File: config.mk
export PLATFORM = sky130hd
export DESIGN_NAME = instr_mem_loader
export DESIGN_NICKNAME = d
export VERILOG_FILES = /design/src/rtl/loader_pkg.sv /design/src/rtl/byte_assembler.sv /design/src/rtl/instr_mem_loader.sv
export SDC_FILE = /design/constraint.sdc
export NUM_CORES = 1
export LEC_CHECK = 0
export BUFFER_PORTS_ARGS = -buffer_cell sky130_fd_sc_hd__buf_2
export CAP_MARGIN = 5
export CELL_PAD_IN_SITES_DETAIL_PLACEMENT = 0
export CELL_PAD_IN_SITES_GLOBAL_PLACEMENT = 1
export CORE_ASPECT_RATIO = 2
export CORE_MARGIN = 10
export CORE_UTILIZATION = 42
export CTS_CLUSTER_DIAMETER = 60
export DETAILED_ROUTE_END_ITERATION = 7
export GPL_ROUTABILITY_DRIVEN = 0
export PLACE_DENSITY = 0.94
export SYNTH_ARGS = -nofsm -noshare
export SYNTH_HDL_FRONTEND = slang
export SYNTH_HIERARCHICAL = 1
export SYNTH_SLANG_ARGS = --single-unit
File: constraint.sdc
create_clock -name clk -period 6.8 [get_ports clk]
set_clock_uncertainty 0.15 [all_clocks]
set_input_delay 0.68 -clock clk [delete_from_list [all_inputs] [get_ports clk]]
set_output_delay 0.68 -clock clk [all_outputs]
set_load 0.01 [all_outputs]
File: src/rtl/loader_pkg.sv
// Shared definitions for the instruction-memory loader: session states and word geometry.
package loader_pkg;

    typedef enum logic [2:0] {
        IDLE  = 3'd0,
        RECV  = 3'd1,
        WRITE = 3'd2,
        DONE  = 3'd3,
        ERR   = 3'd4
    } state_t;

    localparam int BYTES_PER_WORD = 4;

endpackage

File: src/rtl/byte_assembler.sv
// Packs accepted bytes big-endian into a 32-bit word; flags the handshake that completes a word.
module byte_assembler
    import loader_pkg::*;
(
    input  logic        clk,
    input  logic        rst,
    input  logic        clr_i,
    input  logic        take_i,
    input  logic [7:0]  byte_i,
    output logic [31:0] word_o,
    output logic        word_ready_o
);

    logic [1:0]  cnt_q, cnt_d;
    logic [31:0] word_q, word_d;

    always_comb begin
        cnt_d  = cnt_q;
        word_d = word_q;
        if (clr_i) begin
            cnt_d  = '0;
            word_d = '0;
        end else if (take_i) begin
            cnt_d  = cnt_q + 2'd1;
            // Shifting left puts the first byte of the word in [31:24].
            word_d = {word_q[23:0], byte_i};
        end
    end

    always_ff @(posedge clk) begin
        if (rst) begin
            cnt_q  <= '0;
            word_q <= '0;
        end else begin
            cnt_q  <= cnt_d;
            word_q <= word_d;
        end
    end

    assign word_o       = word_q;
    assign word_ready_o = take_i && (cnt_q == 2'(BYTES_PER_WORD - 1));

endmodule

File: src/rtl/instr_mem_loader.sv
// Loads a byte-streamed program into instruction memory, one word per write, holding the CPU meanwhile.
module instr_mem_loader
    import loader_pkg::*;
#(
    parameter int MEM_WORDS = 256,
    parameter int BASE_ADDR = 0,
    parameter int CNT_W     = 16
) (
    input  logic             clk,
    input  logic             rst,
    input  logic             start,
    input  logic [CNT_W-1:0] word_count,
    input  logic             rx_valid,
    input  logic [7:0]       rx_data,
    output logic             rx_ready,
    output logic             mem_we,
    output logic [31:0]      mem_addr,
    output logic [31:0]      mem_wdata,
    output logic             cpu_hold,
    output logic             busy,
    output logic             done,
    output logic             err
);

    localparam logic [CNT_W:0] MAX_WORDS = (CNT_W + 1)'(MEM_WORDS);

    state_t           state_q, state_d;
    logic [CNT_W-1:0] idx_q, idx_d;
    logic [CNT_W-1:0] cnt_q, cnt_d;
    logic [31:0]      word;
    logic             word_ready;
    logic             start_acc;
    logic             last_word;

    assign start_acc = (state_q == IDLE) && start;
    assign last_word = (idx_q + CNT_W'(1)) == cnt_q;

    byte_assembler u_asm (
        .clk          (clk),
        .rst          (rst),
        .clr_i        (start_acc),
        .take_i       (rx_valid && rx_ready),
        .byte_i       (rx_data),
        .word_o       (word),
        .word_ready_o (word_ready)
    );

    always_ff @(posedge clk) begin
        if (rst) begin
            state_q <= IDLE;
        end else begin
            state_q <= state_d;
        end
    end

    always_comb begin
        state_d = state_q;
        case (state_q)
            IDLE: begin
                if (start) begin
                    if (word_count == '0) begin
                        state_d = DONE;
                    end else if ({1'b0, word_count} > MAX_WORDS) begin
                        state_d = ERR;
                    end else begin
                        state_d = RECV;
                    end
                end
            end
            RECV:    if (word_ready) state_d = WRITE;
            WRITE:   state_d = last_word ? DONE : RECV;
            DONE:    state_d = IDLE;
            ERR:     state_d = IDLE;
            default: state_d = IDLE;
        endcase
    end

    // Word index and session length; the length check above keeps the index below MEM_WORDS.
    always_comb begin
        idx_d = idx_q;
        cnt_d = cnt_q;
        if (start_acc) begin
            idx_d = '0;
            cnt_d = word_count;
        end else if (state_q == WRITE && !last_word) begin
            idx_d = idx_q + CNT_W'(1);
        end
    end

    always_ff @(posedge clk) begin
        if (rst) begin
            idx_q <= '0;
            cnt_q <= '0;
        end else begin
            idx_q <= idx_d;
            cnt_q <= cnt_d;
        end
    end

    always_comb begin
        rx_ready  = 1'b0;
        mem_we    = 1'b0;
        mem_addr  = '0;
        mem_wdata = '0;
        cpu_hold  = 1'b0;
        busy      = 1'b0;
        done      = 1'b0;
        err       = 1'b0;
        case (state_q)
            RECV: begin
                rx_ready = 1'b1;
                busy     = 1'b1;
                cpu_hold = 1'b1;
            end
            WRITE: begin
                mem_we    = 1'b1;
                mem_addr  = 32'(BASE_ADDR) + (32'(idx_q) << 2);
                mem_wdata = word;
                busy      = 1'b1;
                cpu_hold  = 1'b1;
            end
            DONE: begin
                done     = 1'b1;
                busy     = 1'b1;
                cpu_hold = 1'b1;
            end
            ERR:     err = 1'b1;
            default: ;
        endcase
    end

endmodule

---- Yosys cells after proc, flatten, opt, wreduce, memory -nomap -nowiden ----
Cells that the tools add are included.
storage, ports and cells
  register bits after elaboration ......... 69
  output and inout bits ................... 70
operators by class
  reductions and logical operators ........ 10
  $add $sub $neg .......................... 2
  mux-type cells .......................... 13
  order comparisons ....................... 1
  eq/ne operators ......................... 8
operators by type and width
  operator                                               number
  2-to-1 mux 32 bit                                      1
  2-to-1 mux 18 bit                                      1
  adder 16 x 1 -> 16 bit, second input constant          1
  == test 16 bit                                         1
  > comparator 16 x 9 -> 1 bit, second input constant    1
  zero test 16 bit                                       1
  2-to-1 mux 3 bit                                       4
  one-hot mux 3 bit (3 select lines)                     1
  == test 3 x 2 -> 1 bit, second input constant          2
  2-to-1 mux 1 bit                                       5
  logical AND 1 bit                                      4
  == test 3 x 1 -> 1 bit, second input constant          1
  == test 3 bit, second input constant                   1
  zero test 3 bit                                        1
  OR reduction 3 bit                                     1
  adder 2 x 1 -> 2 bit, second input constant            1
  == test 2 bit, second input constant                   1
  2-to-1 mux 2 bit                                       1
  inequality test 2 x 1 -> 1 bit, second input constant  1
  inequality test 2 bit, second input constant           1
  AND reduction 2 bit                                    1
  OR reduction 2 bit                                     1
  zero test 1 bit                                        1

---- Logic depth before layout (Yosys ltp) ----
Gate-level depths: netlist of run 1.
  depth after elaboration ................. 6
  depth in mapped cells ................... 11
  mapped depth without buffers ............ 8

---- By module ----
The synthesis of run 1 kept the hierarchy.
modules (own cells, without submodules)
  module            seq. area each (µm²)  instances  area each (µm²)  cells each
  instr_mem_loader  700.7                 1          2,587.5          350
  byte_assembler    680.7                 1          1,276.2          113

---- Least setup slack after synthesis of run 1 ----
No wires, ideal clock.
  path kind ............................... register to register
  start ................................... reg idx_q[0]
  end ..................................... reg idx_q[12]
  data required time ...................... 6.580 ns
  path buffers ............................ 1
  setup slack ............................. 4.241 ns
  data arrival time ....................... 2.339 ns
  clock period less this slack ............ 2.559 ns
  stages on the path, launching flop included .. 10
  setup time .............................. 0.070 ns
  cells stage by stage .................... dfxtp_1 -> ha_1 -> nand3_1 -> a2111oi_0 -> or3_1 -> o311ai_1 -> and4_4 -> buf_6 -> or4_1 -> a21oi_1
on the way
  cells in the longest elaborated chain, start to end .. 4
RTL lines
  what                        line                                            text
  start, declared             instr_mem_loader.sv:28                          logic [CNT_W-1:0] idx_q, idx_d;
  start signal, assigned      instr_mem_loader.sv:95                          idx_q <= idx_d;
  adder 16 x 1 -> 16 bit (*)  instr_mem_loader.sv:36, instr_mem_loader.sv:86
  == test 16 bit              instr_mem_loader.sv:36                          assign last_word = (idx_q + CNT_W'(1)) == cnt_q;
  zero test 1 bit             instr_mem_loader.sv:85                          end else if (state_q == WRITE && !last_word) begin
  logical AND 1 bit           instr_mem_loader.sv:85
Every way passes the cells marked *; elsewhere a longest branch is shown, timed or not.
A chain may end at the register's enable or synchronous reset.

---- Worst setup path after layout of run 1 ----
  start ................................... reg idx_q[0]
  end ..................................... reg state_q[1]
on the way
  cells in the longest elaborated chain, start to end .. 4
RTL lines
  what                                line                    text
  adder 16 x 1 -> 16 bit              instr_mem_loader.sv:36
  == test 16 bit                      instr_mem_loader.sv:36
  2-to-1 mux 2 bit                    instr_mem_loader.sv:71  WRITE: state_d = last_word ? DONE : RECV;
  one-hot mux 3 bit (3 select lines)  instr_mem_loader.sv:58  case (state_q)
  end signal, assigned                instr_mem_loader.sv:52  state_q <= state_d;
  end, declared                       instr_mem_loader.sv:27  state_t state_q, state_d;
No other way between the ends.

==> results by group, run 1 <==
Power
  – Power density over the cells: 211.7 nW/µm²
  – Peak supply drop: 0.0001424 V
  – Tot Pwr: 0.9410 mW
  – P_leak: 1.753 nW

Die
  – Die area: 13670 µm²
  – FP Rows: 49
  – Initial Util: 0.4287
  – Core area: 9012 µm²
  – Num ports: 98
  – Die Span Y: 155.6 µm
  – Die Wd: 87.82 µm

Min path
  – WHS Path Cells: 2
  – Min-Delay Path Class: flip-flop to flip-flop
  – Hold path start: cnt_q[3]
  – Min-Delay Endpoint: cnt_q[3]

Clock network
  – Clock Sink Count: 69
  – Clk root buf: clkbuf_16
  – Hold_buf cts: 0
  – Total CTS buffers: 9
  – Maximum buffer depth of the clock tree: 2
  – H-tree depth: 3
  – # resized after CTS: 0
  – CTS tree: done
  – Post-CTS Setup Bufs: 0
  – Clock-pin slew on the worst setup and hold paths: 0.06 ns
  – Clock Latency Late Sink: 0.33 ns

Synthesis
  – Ys Warns: 6
  – Top cell type's share of synthesized area: 0.3575
  – Post-synth EDFFs: 0
  – Mapped Cells: 463
  – Register bit count reported by yosys: 69
  – Yosys cell types: 51
  – Synth Cell Area: 3864 µm²
  – Cell with the most instances after synthesis: dfxtp_1
  – Area contributors post-synth: dfxtp_1 (36%), mux2i_1 (8.8%), and2_1 (8.1%)
  – Async S/R FF share, synth: 0
  – Primary FF master, synth: dfxtp_1
  – Average size of a mapped cell: 8.345 µm²
  – Top cells by count, synth: dfxtp_1 (69), and2_1 (50), nor2_1 (47)
  – Dominant cell type by area after synthesis: dfxtp_1
  – Seq/Total Area, Yosys: 0.3575

GRT
  – First-pass GRT wire length: 17080 µm
  – Number of global-route vias before repair: 3534
  – GRT Resource Usage Total: 0.1555
  – Largest net degree at the start of global routing: 50
  – Initial antenna violation count: 0
  – GRT overflow: 0

Flow run
  – Max cap viols: 0

Final layout
  – Fin nets: 551
  – Final core occ: 0.4933
  – Area grow syn2layout: 15.06%
  – N_diodes: 0
  – Layout cells sized above 1: 0.2015
  – Final non-filler cell total: 628

Worst setup path
  – Worst R2R Start: idx_q[0]
  – Critical Path RT: 6.87 ns
  – CP Max Fanout: 33
  – Reg2reg setup slack: 3.48 ns
  – Setup CP Type: flip-flop to flip-flop
  – CP startpoint kind: flip-flop
  – CP endpoint kind: flip-flop
  – RR Endpoint: state_q[1]
  – Worst r2r path cells: 8
  – CP arrival: 3.39 ns

STA
  – Minimum clock period: 3.321 ns
  – Fin crit share: 0.4884
  – Slew headroom: 0.2640
  – Max Slew Vio Count: 0
  – FMAX: 301.1 MHz
  – Tightest Pin Transition: 1.104 ns
  – RSZ-0062 raised after global routing: false
  – Hold Slack: 0.3200 ns
  – Setup TNS: 0 ns
  – Setup-failing EPs final: 0
  – Fin. Hold Viols: 0

Routing
  – Final antenna-violating net count: 0
  – Residual DRC count: 0
  – WL/cell: 16.79 µm
  – Router iterations before antenna repair: 5
  – Via count: 3453
  – DRT Wirelength: 10540 µm
  – Starting DRT DRC Count: 223
  – Vias per cell: 5.498

Placement
  – Detailed placement HPWL: 7868 µm
  – Placed cell count: 611
  – # port buffers: 81

Run status
  – Status: finished clean
critical path, stage by stage (launching register included):
cell and delay, ns:
dfxtp_1 0.52, ha_1 0.33, nand3_1 0.34, nor2_1 0.54, nand3_1 0.23, a211oi_1 0.27, and4_4 0.48, a31oi_1 0.13
nor4_1 0.22
stage by stage:
stage / cell area, µm² / worst slack [ns]
2_1_floorplan: 3920 / 4.241
3_3_place_gp: 4116 / 3.403
3_5_place_dp: 4116 / 3.298
4_1_cts: 4418 / 3.446
5_1_grt: 4446 / 3.115
6_report: 4446 / 3.479
cells in the final DEF, fill, tap and decap left out, drive strengths merged, types with 8 or more instances in the layout:
cell,n
or4,9
nand4,8
nor4,9
nand2,45
mux2i,34
buf,83
dfxtp,69
conb,16
xnor2,14
a21oi,32
nor2,48
and2,50
clkbuf,10
o31ai,11
nand3,9
sequential cells by signal, summed over array words and instances (netlist names):
signal,cells
state_q,3
idx_q,16
u_asm/word_o,32
u_asm/cnt_q,2
cnt_q,16
power breakdown:
| part | switching, mW | total, mW | internal [mW] | leakage (nW) |
|---|---|---|---|---|
| Clock | 0.176 | 0.468 | 0.292 | 0.140 |
| Combinational | 0.0359 | 0.0562 | 0.0202 | 1.05 |
| Sequential | 0.00575 | 0.416 | 0.411 | 0.558 |
final cells by class:
class / instances / area (µm²)
Inverter: 7 / 26.28
Clock buffer: 10 / 239.0
Tap cell: 102 / 127.6
Sequential cell: 69 / 1381
Multi-Input combinational cell: 351 / 2168
Fill cell: 885 / 4567
Clock inverter: 6 / 62.56
Timing Repair Buffer: 83 / 440.4
layer usage:
layer | GRT usage | vias up | routed length, µm | share of wire
met1 | 0.1451 | 1628 | 3624 | 0.34
met5 | 0 | - | 0 | 0
met2 | 0.2890 | 123 | 5879 | 0.56
met4 | 0.09313 | 0 | 446 | 0.042
met3 | 0.03556 | 27 | 594 | 0.056
li1 | - | 1675 | - | -
how the worst max path moves through the flow:
| stage | from | depth (start not counted) | slack, ns | endpoint |
|---|---|---|---|---|
| 6_report | idx_q[0] | 8 | 3.48 | state_q[1] |
| 5_1_grt | state_q[1] | 5 | 3.12 | u_asm/word_o[15] |
| 4_1_cts | state_q[1] | 5 | 3.45 | mem_wdata[10] |
| 3_5_place_dp | start | 5 | 3.30 | u_asm/word_o[14] |
| 3_3_place_gp | start | 5 | 3.40 | u_asm/word_o[0] |
| 2_1_floorplan | idx_q[0] | 9 | 4.24 | idx_q[12] |
logic make-up (layout without fill, tap and decap cells):
group	Yosys count	in the layout	synth area share
compound gates	71	71	0.1150
other cells	1	16	0.0009706
mux	34	34	0.08808
fa+ha+maj	2	2	0.006476
buf+inv	58	106	0.09618
xor+xnor	21	21	0.05149
flops	69	69	0.3575
simple gates	207	207	0.2843
(Power assumes the default switching activity.)
==> run 2: changes to the inputs <==
--- a/config.mk
+++ b/config.mk
@@ -11,11 +11,11 @@
 export CELL_PAD_IN_SITES_GLOBAL_PLACEMENT = 1
 export CORE_ASPECT_RATIO = 2
 export CORE_MARGIN = 10
-export CORE_UTILIZATION = 42
+export CORE_UTILIZATION = 35
 export CTS_CLUSTER_DIAMETER = 60
 export DETAILED_ROUTE_END_ITERATION = 7
 export GPL_ROUTABILITY_DRIVEN = 0
-export PLACE_DENSITY = 0.94
+export PLACE_DENSITY = 0.85
 export SYNTH_ARGS = -nofsm -noshare
 export SYNTH_HDL_FRONTEND = slang
 export SYNTH_HIERARCHICAL = 1
==> constraint.sdc (replaced) <==
create_clock -name clk -period 3 [get_ports clk]
set_clock_uncertainty 0.15 [all_clocks]
set_input_delay 0.3 -clock clk [delete_from_list [all_inputs] [get_ports clk]]
set_output_delay 0.3 -clock clk [all_outputs]
set_load 0.01 [all_outputs]
==> run 2 against run 1 <==
Cell count up 8.3%. Clock power grew to 2.5 times the previous value. Critical path type unchanged. Maximum frequency increased by 19%. Setup slack worse by 3.3 ns. Via count increased by 1.8%. Sequential cell count stayed put. Largest power group unchanged.
==> results by group, run 2 (synthesized netlist as in run 1, its figures left out) <==
Routing
  – Final antenna-violating net count: 0
  – Starting DRT DRC Count: 171
  – Router iterations before antenna repair: 4
  – Vias per cell: 5.171
  – DRT Wirelength: 10830 µm
  – WL/cell: 15.92 µm
  – Residual DRC count: 0
  – Via count: 3516

Run status
  – Status: finished clean

GRT
  – Initial antenna violation count: 0
  – Largest net degree at the start of global routing: 35
  – GRT overflow: 0
  – First-pass GRT wire length: 17640 µm
  – GRT Resource Usage Total: 0.1376
  – Number of global-route vias before repair: 3552

Worst setup path
  – Worst r2r path cells: 7
  – CP Max Fanout: 33
  – Crit path from: idx_q[10]
  – CP startpoint kind: flip-flop
  – Setup CP Type: flip-flop to flip-flop
  – CP peak stage delay: 0.58 ns
  – Critical Path RT: 3.09 ns
  – CP arrival: 2.88 ns
  – Worst R2R Start: idx_q[10]
  – RR Endpoint: state_q[1]
  – Worst-path cell chain: nand4_1, or4_4, xnor2_1, o311ai_1, and4_4, a31oi_1, nor4_1
  – Reg2reg setup slack: 0.22 ns
  – CP max stage cell: or4_4
  – CP endpoint kind: flip-flop

Power
  – P_leak: 1.837 nW
  – Peak supply drop: 0.0003326 V
  – Power density over the cells: 488.8 nW/µm²

Final layout
  – Fill count: 1118
  – Most frequent cells in the layout: buf_2 (81), dfxtp_1 (68), and2_1 (49), nor2_1 (47), nand2_1 (45)
  – Area grow syn2layout: 19.24%
  – Fin nets: 564
  – Layout cells sized above 1: 0.2226
  – Max FFs per register: 32
  – Most common cell after layout, fill and taps aside: buf_2
  – Final non-filler cell total: 680

Die
  – FP Rows: 54
  – Die Wd: 94.30 µm
  – Die Span Y: 168.6 µm
  – Initial Util: 0.3552
  – Die area: 15900 µm²
  – Core area: 10880 µm²
  – Num ports: 98

Clock network
  – Clock Sink Count: 69
  – H-tree depth: 3
  – Total CTS buffers: 9
  – Maximum buffer depth of the clock tree: 2
  – Clock Latency Late Sink: 0.33 ns
  – Hold_buf cts: 0
  – Clk root buf: clkbuf_16
  – CTS tree: done
  – Clock-pin slew on the worst setup and hold paths: 0.06 ns

STA
  – Fin crit share: 0.9281
  – Fin. Hold Viols: 0
  – RSZ-0062 raised after global routing: true
  – Slew headroom: 0.5579
  – Setup-failing EPs final: 0
  – Max Slew Vio Count: 0
  – Setup TNS: 0 ns
  – Tightest Pin Transition: 0.6624 ns
  – Minimum clock period: 2.784 ns
  – FMAX: 359.1 MHz

Placement
  – Placed cell count: 663
  – # port buffers: 81
  – Detailed placement HPWL: 8159 µm

Min path
  – WHS Path Cells: 3
  – Min-Delay Path Class: primary input to flip-flop
  – Hold path start: rx_data[0]
  – Min-Delay Endpoint: u_asm/word_o[0]

Flow run
  – Max cap viols: 0
-- run 2: cell count changes in the layout (fill, tap and decap cells not counted) --
cell        before  now
bufinv_16        1    2
clkinv_4         0    3
clkinv_2         2    0
clkinvlp_4       3    0
inv_6            0    1
dfxtp_2          0    1
buf_16           1    0
buf_4            1   15
dfxtp_1         69   68
diode_2          0    1
-- run 2: how the worst max path moves through the flow --
stage,end,depth (start not counted)
CTS,idx_q[5],8
finish,state_q[1],7
detailed placement,idx_q[5],8
global route,state_q[1],7
floorplan,idx_q[12],9
global placement,idx_q[15],8
-- run 2: layer usage --
metal  wire [µm]  GRT usage  vias up
met5           0          0        -
met4         352    0.06578        0
met3         865    0.04785       29
met2        5795     0.2458      138
met1        3812     0.1350     1632
li1            -          -     1717
-- run 2: per-stage QoR --
stage	utilization	area [µm²]	power [mW]	hold WS [ns]	setup WS, ns
5_1_grt	0.4233	4604	2.326	0.06075	-0.04302
4_1_cts	0.4232	4603	2.283	0.04584	0.1497
3_3_place_gp	0.3925	4269	1.090	0.3072	0.2702
6_report	0.4235	4607	2.252	0.05231	0.2156
2_1_floorplan	-	3920	1.070	0.2860	0.4407
3_5_place_dp	0.3925	4269	1.092	0.3104	0.1889
-- run 2: timing repair --
item                                    CTS  global route
resized for setup                         0             1
buffers inserted                          0             0
endpoints found under the setup margin    0             8
-- run 2: cell type report --
class,instances,area (µm²),share of cell area
Inverter,7,26.28,0.005703
Antenna cell,1,2.502,0.0005432
Sequential cell,69,1383,0.3001
Clock inverter,6,95.09,0.02064
Tap cell,140,175.2,0.03802
Timing Repair Buffer,96,518.0,0.1124
Clock buffer,10,239.0,0.05187
Multi-Input combinational cell,351,2168,0.4707
-- run 2: worst max-delay path, delay by kind of cell (launching register included) --
| kind | cells | cell delay, ns |
|---|---|---|
| AO/OA/AOI/OAI | 2 | 0.41 |
| AND/OR/NAND/NOR | 4 | 1.55 |
| XOR/XNOR | 1 | 0.14 |
| flip-flops | 1 | 0.44 |
-- run 2: power by group --
part | total, mW | leakage [nW] | internal, mW | switching, mW
sequential | 0.944 | 0.559 | 0.931 | 0.0136
clock | 1.18 | 0.163 | 0.758 | 0.421
combinational | 0.129 | 1.11 | 0.0481 | 0.0809
total | 2.25 | 1.84 | 1.74 | 0.515
==> run 3: changes to the inputs <==
--- a/config.mk
+++ b/config.mk
@@ -5,17 +5,18 @@
 export SDC_FILE = /design/constraint.sdc
 export NUM_CORES = 1
 export LEC_CHECK = 0
+export ABC_AREA = 1
 export BUFFER_PORTS_ARGS = -buffer_cell sky130_fd_sc_hd__buf_2
 export CAP_MARGIN = 5
 export CELL_PAD_IN_SITES_DETAIL_PLACEMENT = 0
 export CELL_PAD_IN_SITES_GLOBAL_PLACEMENT = 1
 export CORE_ASPECT_RATIO = 2
 export CORE_MARGIN = 10
-export CORE_UTILIZATION = 35
+export CORE_UTILIZATION = 33
 export CTS_CLUSTER_DIAMETER = 60
 export DETAILED_ROUTE_END_ITERATION = 7
 export GPL_ROUTABILITY_DRIVEN = 0
-export PLACE_DENSITY = 0.85
+export PLACE_DENSITY = 0.81
 export SYNTH_ARGS = -nofsm -noshare
 export SYNTH_HDL_FRONTEND = slang
 export SYNTH_HIERARCHICAL = 1
==> run 3 against run 2 <==
Power is 11% higher. Critical path depth increased by 7. Cell count increased by 35%. Combinational power rose to 2.7 times the previous value. Maximum frequency is 7.5% higher. Routed wire length increased by 12%. Via count increased by 18%. Highest routed layer unchanged.
==> results by group, run 3 <==
Synthesis
  – Adder-cell area share of the yosys netlist: 0.006048
  – Largest family of logic cells by synthesized area: simple AND/OR/NAND/NOR gates
  – Top cell type's share of synthesized area: 0.3338
  – Post-synth EDFFs: 0
  – Cell with the most instances after synthesis: nand2_1
  – Async S/R FF share, synth: 0
  – Register bit count reported by yosys: 69
  – Top cells by count, synth: nand2_1 (167), nor2_1 (151), inv_1 (118)
  – XOR/XNOR share of the synthesized area: 0.008467
  – Ys Warns: 6
  – Average size of a mapped cell: 5.954 µm²
  – Mapped Cells: 695
  – Compound-cell area share of the yosys netlist: 0.07167
  – Yosys cell types: 31
  – Multiplexer area fraction after synthesis: 0
  – Share of synthesized cell area in and, or, nand and nor gates: 0.3995
  – Area contributors post-synth: dfxtp_1 (33%), nand2_1 (15%), nor2_1 (14%)
  – Dominant cell type by area after synthesis: dfxtp_1
  – Synth Cell Area: 4138 µm²
  – Seq/Total Area, Yosys: 0.3338
  – Primary FF master, synth: dfxtp_1

Clock network
  – Clock Sink Count: 69
  – Total CTS buffers: 9
  – CTS tree: done
  – Post-CTS Setup Bufs: 0
  – # resized after CTS: 0
  – Maximum buffer depth of the clock tree: 2
  – H-tree depth: 3
  – Clock Latency Late Sink: 0.33 ns
  – Clk root buf: clkbuf_16
  – Clock-pin slew on the worst setup and hold paths: 0.06 ns
  – Hold_buf cts: 0

STA
  – Setup TNS: 0 ns
  – Tightest Pin Transition: 0.7696 ns
  – FMAX: 386.1 MHz
  – Minimum clock period: 2.590 ns
  – Setup-failing EPs final: 0
  – Slew headroom: 0.4857
  – Max Slew Vio Count: 0
  – RSZ-0062 raised after global routing: false
  – Fin crit share: 0.8633
  – Fin. Hold Viols: 0

Routing
  – Via count: 4137
  – Vias per cell: 4.502
  – Starting DRT DRC Count: 112
  – Final antenna-violating net count: 0
  – Residual DRC count: 0
  – Router iterations before antenna repair: 4
  – DRT Wirelength: 12120 µm
  – WL/cell: 13.18 µm

Power
  – Peak supply drop: 0.0002607 V
  – Power density over the cells: 508.7 nW/µm²
  – Clock share of power: 0.465
  – Psw: 0.6658 mW
  – Tot Pwr: 2.498 mW
  – Reg power frac: 0.398
  – P_leak: 2.123 nW
  – Comb pwr share: 0.138
  – Internal power: 1.832 mW
  – Switching Share: 0.2666

Worst setup path
  – Worst r2r path cells: 14
  – Reg2reg setup slack: 0.41 ns
  – CP startpoint kind: flip-flop
  – RR Endpoint: idx_q[10]
  – CP Max Fanout: 30
  – Worst R2R Start: idx_q[0]
  – Critical Path RT: 3.10 ns
  – Setup CP Type: flip-flop to flip-flop
  – Worst-path cell chain: ha_1, nand3_1, nor2_1, nand2_1, nand3_1, nand2_1, nor2_1, nand2_1, nor2_1, nand3_2, buf_4, nand2_4, nand2_1, a21oi_1
  – CP most frequent cell: nand2_1
  – CP endpoint kind: flip-flop
  – CP peak stage delay: 0.42 ns
  – CP arrival: 2.69 ns
  – CP max stage cell: dfxtp_1

Die
  – Initial Util: 0.3393
  – Die Wd: 99.18 µm
  – Die area: 17690 µm²
  – Num ports: 98
  – Die Span Y: 178.4 µm
  – Core area: 12200 µm²
  – FP Rows: 57

Final layout
  – N_diodes: 0
  – Most common cell after layout, fill and taps aside: nand2_1
  – Most frequent cells in the layout: nand2_1 (167), nor2_1 (149), inv_1 (118), buf_2 (81), dfxtp_1 (69)
  – Layout cells sized above 1: 0.1671
  – Area grow syn2layout: 18.66%
  – FF/Latch Area: 1381 µm²
  – Fill count: 1385
  – Fin nets: 797
  – Max FFs per register: 32
  – Multi-input logic area: 2079 µm²

GRT
  – Largest net degree at the start of global routing: 35
  – Number of global-route vias before repair: 4209
  – GRT overflow: 0
  – GRT Resource Usage Total: 0.1364
  – Initial antenna violation count: 0
  – First-pass GRT wire length: 19570 µm

Min path
  – Min-Delay Endpoint: cnt_q[2]
  – Min-Delay Path Class: primary input to flip-flop
  – Hold path start: rst
  – WHS Path Cells: 2

Flow run
  – Max cap viols: 0

Placement
  – Detailed placement HPWL: 9575 µm
  – # port buffers: 81

Run status
  – Status: finished clean
run 3: through the flow:
| stage | hold slack, ns | instance area (µm²) | utilization | cells | worst slack [ns] |
|---|---|---|---|---|---|
| finish | 0.06691 | 4910 | 0.4026 | 919 | 0.4100 |
| global placement | 0.3052 | 4584 | 0.3759 | 903 | 0.5017 |
| floorplan | 0.2191 | 4194 | - | 710 | 0.9681 |
| global route | 0.06056 | 4910 | 0.4026 | 919 | 0.1376 |
| CTS | 0.06050 | 4910 | 0.4026 | 919 | 0.4071 |
| detailed placement | 0.3089 | 4584 | 0.3759 | 903 | 0.4319 |
run 3: power by group through the flow:
stage | Combinational (mW) | Clock (mW) | Sequential, mW
floorplan | 0.281 | 0 | 1.01
global placement | 0.346 | 0 | 1.01
detailed placement | 0.347 | 0 | 1.01
CTS | 0.348 | 1.19 | 0.994
global route | 0.401 | 1.23 | 1.00
finish | 0.344 | 1.16 | 0.994
run 3: logic make-up after synthesis:
group / after synthesis
buffers and inverters: 164
XOR/XNOR: 4
AO/OA/AOI/OAI: 58
other: 1
adder cells (fa/ha/maj): 2
AND/OR/NAND/NOR: 397
flip-flops: 69
run 3: worst max path at each step:
stage | startpoint | end | slack [ns] | cells past startpoint
3_3_place_gp | idx_q[0] | idx_q[9] | 0.50 | 13
5_1_grt | idx_q[0] | idx_q[10] | 0.14 | 14
6_report | idx_q[0] | idx_q[10] | 0.41 | 14
2_1_floorplan | idx_q[0] | idx_q[11] | 0.97 | 15
4_1_cts | idx_q[0] | idx_q[10] | 0.41 | 14
3_5_place_dp | idx_q[0] | idx_q[10] | 0.43 | 14
run 3: cell type report:
type	instances	share of cell area
sequential	69	0.2813
clock inverter	6	0.01758
multi-input combinational	477	0.4235
inverter	119	0.09098
tap	147	0.03746
clock buffer	10	0.04867
timing repair buffer	91	0.1004
run 3: per-layer routing:
metal / GRT usage / share of wire
met4: 0.07623 / 0.040
met2: 0.2702 / 0.57
met5: 0 / 0
met1: 0.1188 / 0.35
met3: 0.03293 / 0.042
run 3: critical path, delay by kind of cell (launching register included):
| family | cells | cell delay [ns] |
|---|---|---|
| simple gates | 11 | 1.30 |
| compound gates | 1 | 0.13 |
| flops | 1 | 0.42 |
| buf+inv | 1 | 0.26 |
| fa+ha+maj | 1 | 0.24 |
